### src/rtl/sort_pkg.sv
// Shared types for the BWT merge-sort datapath: element width and merge FSM states.
package sort_pkg;

    localparam int ELEM_W = 8;

    typedef logic [ELEM_W-1:0] byte_t;

    typedef enum logic [1:0] {
        LOAD  = 2'd0,
        MERGE = 2'd1,
        DONE  = 2'd2
    } state_t;

endpackage

### src/rtl/sort_arrays_merge_select.sv
// Merge choice for one output slot: picks the smaller head element, left on ties.
module merge_select
    import sort_pkg::*;
(
    input  logic [7:0] l_val,
    input  logic [7:0] r_val,
    input  logic       l_empty,
    input  logic       r_empty,
    output logic [7:0] sel_val,
    output logic       take_left
);

    // An exhausted side always loses; ties go left to keep the merge stable.
    always_comb begin
        take_left = r_empty || (!l_empty && (l_val <= r_val));
        sel_val   = take_left ? l_val : r_val;
    end

endmodule

### src/rtl/sort_arrays.sv
// Sequential two-way merge: latches two ascending byte arrays, then emits one
// merged element per clock into merged_array and raises done when complete.
module sort_arrays
    import sort_pkg::*;
#(
    parameter int INPUT_ARR_LEN = 2
) (
    input  logic       clk,
    input  logic       rst,
    input  logic [7:0] array_L      [INPUT_ARR_LEN-1:0],
    input  logic [7:0] array_R      [INPUT_ARR_LEN-1:0],
    output logic [7:0] merged_array [2*INPUT_ARR_LEN-1:0],
    output logic       done
);

    localparam int N  = INPUT_ARR_LEN;
    localparam int IW = $clog2(N + 1);
    localparam int KW = $clog2(2 * N + 1);

    state_t        state;
    logic [IW-1:0] i;
    logic [IW-1:0] j;
    logic [KW-1:0] k;
    logic [7:0]    lr [N-1:0];
    logic [7:0]    rr [N-1:0];

    logic [7:0] l_cur;
    logic [7:0] r_cur;
    logic       l_empty;
    logic       r_empty;
    logic [7:0] sel_val;
    logic       take_left;

    // Head elements are read through a compare-mux so i/j may safely reach N.
    always_comb begin
        l_cur   = '0;
        r_cur   = '0;
        l_empty = (i == IW'(N));
        r_empty = (j == IW'(N));
        for (int idx = 0; idx < N; idx++) begin
            if (i == IW'(idx)) l_cur = lr[idx];
            if (j == IW'(idx)) r_cur = rr[idx];
        end
    end

    merge_select u_merge_select (
        .l_val     (l_cur),
        .r_val     (r_cur),
        .l_empty   (l_empty),
        .r_empty   (r_empty),
        .sel_val   (sel_val),
        .take_left (take_left)
    );

    always_ff @(posedge clk or posedge rst) begin
        if (rst) begin
            state <= LOAD;
            i     <= '0;
            j     <= '0;
            k     <= '0;
            done  <= 1'b0;
            for (int s = 0; s < 2 * N; s++) merged_array[s] <= '0;
            for (int s = 0; s < N; s++) begin
                lr[s] <= '0;
                rr[s] <= '0;
            end
        end else begin
            case (state)
                LOAD: begin
                    for (int s = 0; s < N; s++) begin
                        lr[s] <= array_L[s];
                        rr[s] <= array_R[s];
                    end
                    state <= MERGE;
                end
                MERGE: begin
                    for (int s = 0; s < 2 * N; s++) begin
                        if (k == KW'(s)) merged_array[s] <= sel_val;
                    end
                    if (take_left) i <= i + IW'(1);
                    else           j <= j + IW'(1);
                    k <= k + KW'(1);
                    if (k == KW'(2 * N - 1)) begin
                        state <= DONE;
                        done  <= 1'b1;
                    end
                end
                DONE: begin
                    // Result is held until the next reset; no automatic restart.
                    state <= DONE;
                end
                default: state <= LOAD;
            endcase
        end
    end

endmodule

### config.mk
export PLATFORM = sky130hd
export DESIGN_NAME = sort_arrays
export DESIGN_NICKNAME = d
export VERILOG_FILES = /design/src/rtl/sort_pkg.sv /design/src/rtl/sort_arrays_merge_select.sv /design/src/rtl/sort_arrays.sv
export SDC_FILE = /design/constraint.sdc
export NUM_CORES = 1
export LEC_CHECK = 0
export CAP_MARGIN = 30
export CORE_MARGIN = 4
export CORE_UTILIZATION = 51
export CTS_CLUSTER_SIZE = 30
export DETAILED_ROUTE_END_ITERATION = 12
export GPL_ROUTABILITY_DRIVEN = 0
export PLACE_DENSITY_LB_ADDON = 0.2
export SYNTH_ARGS = -nofsm -noshare
export SYNTH_HDL_FRONTEND = slang
export SYNTH_SLANG_ARGS = --single-unit
### constraint.sdc
create_clock -name clk -period 3.2 [get_ports clk]
set_input_delay 0.8 -clock clk [delete_from_list [all_inputs] [get_ports clk]]
set_output_delay 0.8 -clock clk [all_outputs]
set_load 0.01 [all_outputs]
==> results_dict.tcl <==
set metrics [dict create \
    status "complete, no violations" \
    rr_worst_depth 11 \
    post-dp-hpwl_um 5060 \
    synth_area_sq_um 3380 \
    synthXorXnorAreaFrac_pct 0.778 \
    hold_end "merged_array[15]" \
    whs_path_depth 2 \
    fp.dieW_um 89.4 \
    post-cts-setup-buffers 0 \
    syn-instance-count 299 \
    coreArea_sq_um 6390 \
    rows 29 \
    wl_per_cell_um 14.7 \
    initial_utilization_pct 52.9 \
    intPower_w 0.00230 \
    synthSimpleGateAreaFrac_pct 8.34 \
    grt_pass1_vias 2356 \
    cts_hold_buf 0 \
    cts_resized 1 \
    clk_pin_slew_ns 0.08 \
    maxCapViolations 0 \
    die-area_sq_um 7990 \
    antenna_found_initial 0 \
    nets 425 \
    num_antenna_cells 0 \
    drive_gt1_share_pct 17.2 \
    viasPerCell 5.23 \
    crit_required_ns 3.40 \
    ios 67 \
    p_comb_share_pct 43.2 \
    cts.sinks 74 \
    dieHeight_um 89.4 \
    path_cells "inv_1 -> ha_2 -> nand2_1 -> o21ai_0 -> ha_1 -> and4_1 -> a41o_1 -> a31oi_1 -> buf_4 -> mux2i_1 -> o21ai_1" \
    yosysWarnings 0 \
    finalCriticalPeriod_ns 3.04 \
    synth_edf_count 0 \
    place_inst 435 \
    ant_nets 0 \
    cts.root.buffer_cell "clkbuf_8" \
    drc 0 \
    whs_ns 0.483 \
    grt_max_degree 33 \
    drtIter0Drc 79 \
    ys.flop_type "dfrtp_1" \
    gr-total-overflow 0 \
    grt_pass1_wl_um 11200 \
    final_max_slew_viol_count 0 \
    synth.area.mux_share_pct 14.2 \
    cp_max_fo 10 \
    final_common_cell "dfrtp_1" \
    reg2reg_from "i[0]" \
    irDropWorstVdd_v 0.000469 \
    cp-end-kind "flop" \
    power.density_nw_per_um2 805 \
    dr.pass1.iters 4 \
    yosysTopAreaCellShare_pct 54.8 \
    cts_tree "built" \
    clk_latency_ns 0.34 \
    cpMaxStageDelayCell "mux2i_1" \
    rsz0062_at_grt "false" \
    cpPeakStageDelay_ns 0.41 \
    ys_ff_latch 74 \
    synth.distinct_cells 29 \
    synth_area_leaders "dfrtp_1, mux2_2, ha_1" \
    synth_top_family_by_area "multiplexers" \
    fin_worst_skew_ns 0.00976 \
    synth_area_leader_cell "dfrtp_1" \
    max_freq_mhz 329 \
    worst_pin_slew_ns 0.531 \
    synth-adder-area-share_pct 8.15 \
    postSynthAreaPerCell_sq_um 11.3 \
    hold_class "flop to flop" \
    post-route-period-util_pct 95.0 \
    switchingPower_w 0.00121 \
    synthesis.nets 355 \
    area_growth_pct 29.1 \
    finalHoldViolCount 0 \
    htreeDepth 3 \
    port_buffers 66 \
    yosysSeqAreaShare_pct 54.8 \
    routed_wirelength_um 6620 \
    cellLeakagePower_nw 1.96 \
    relSlewSlack_pct 64.5 \
    power_frac_seq_pct 34.3 \
    p_clk_share_pct 22.5 \
    synth_compound_area_share_pct 9.93 \
    worst-endpoint-arrival_ns 3.24 \
    finalSetupViolCount 0 \
    numCtsBuffers 9 \
    grt_usage_pct 18.6 \
    cts_max_path_buffers 2 \
    async_flop_share_pct 100 \
    hold_start "merged_array[15]" \
    layout.cells.non_filler 450 \
    layout_common_cells "dfrtp_1, clkdlybuf4s50_1, nand2_1, o21ai_1, mux2_2" \
    sw_frac_of_total_pct 34.5 \
    r2r_slack_ns 0.16 \
    critPathLaunchType "flop" \
    rr_endpoint "merged_array[20]" \
    vias 2355 \
    worst-setup-path-type "flop to flop" \
]
[sequential cells by signal, summed over array words and instances (netlist names)]
signal and flops:
rr 16, state 2, done 1, merged_array 32, k 3, lr 16, i 2, j 2
[power groups by stage]
| stage | registers (W) | logic, W | clock network [W] |
|---|---|---|---|
| after CTS | 0.00121 | 0.00149 | 0.000803 |
| after detailed placement | 0.00123 | 0.00148 | 0 |
| after floorplan | 0.00127 | 0.000855 | 0 |
| after global placement | 0.00122 | 0.00144 | 0 |
| after global routing | 0.00123 | 0.00168 | 0.000848 |
| final | 0.00121 | 0.00152 | 0.000788 |
[routing by layer]
metal / part of all wire, % / GRT usage [%]
met1: 46 / 24.9
met5: 0 / 0
met2: 47 / 29.3
met3: 6.2 / 3.96
met4: 1.4 / 7.98
[critical path: cells and delay by family (launching register included)]
kind | cells | cell delay [ns]
flops | 1 | 0.40
simple gates | 2 | 0.25
mux | 1 | 0.41
buf+inv | 2 | 0.38
fa+ha+maj | 2 | 0.60
compound gates | 4 | 0.86
[how the worst max path moves through the flow]
stage	startpoint	to	cells after the start
floorplan	j[0]	merged_array[10]	13
global placement	i[0]	merged_array[29]	12
detailed placement	i[0]	merged_array[21]	12
CTS	i[0]	merged_array[13]	11
global route	j[0]	merged_array[11]	12
finish	i[0]	merged_array[20]	11
[kinds of logic (layout without fill, tap and decap cells)]
group,Yosys count,in the layout
AOI/OAI and AO/OA,58,58
muxes,43,43
buffers and inverters,32,106
adders and majority gates,22,22
DFF,74,74
xor gates and xnor gates,3,3
and+or+nand+nor,67,67
[cell usage after synthesis, types with 2 or more instances]
cell type and number:
dfrtp_1 74, nand2_1 58, mux2_2 32, o21ai_1 32, ha_1 22, inv_1 18
o21ai_0 12, mux2i_1 9, a22o_1 7, clkbuf_1 7, buf_1 4, nor2b_1 3
buf_2 2, mux2_4 2, nand2b_1 2, xnor2_1 2
[per-stage QoR]
stage               total power [W]  setup TNS (ns)  utilization (%)  instance area [sq um]  setup WS [ns]
floorplan                   0.00212               0                -                   3380          0.390
global placement            0.00266               0             64.6                   4130         0.0556
detailed placement          0.00271         -0.0281             64.6                   4130        -0.0104
CTS                         0.00350               0             68.0                   4340         0.0272
global route                0.00376               0             68.3                   4360         0.0122
finish                      0.00351               0             68.3                   4360          0.160
[area by class of cell]
cell class | instances | area (sq um)
Clock buffer | 10 | 138
Clock inverter | 5 | 78.8
Fill cell | 483 | 2030
Inverter | 18 | 67.6
Multi-Input combinational cell | 193 | 1410
Sequential cell | 74 | 1850
Tap cell | 77 | 96.3
Timing Repair Buffer | 73 | 713
Power figures use the tool's default switching activity.
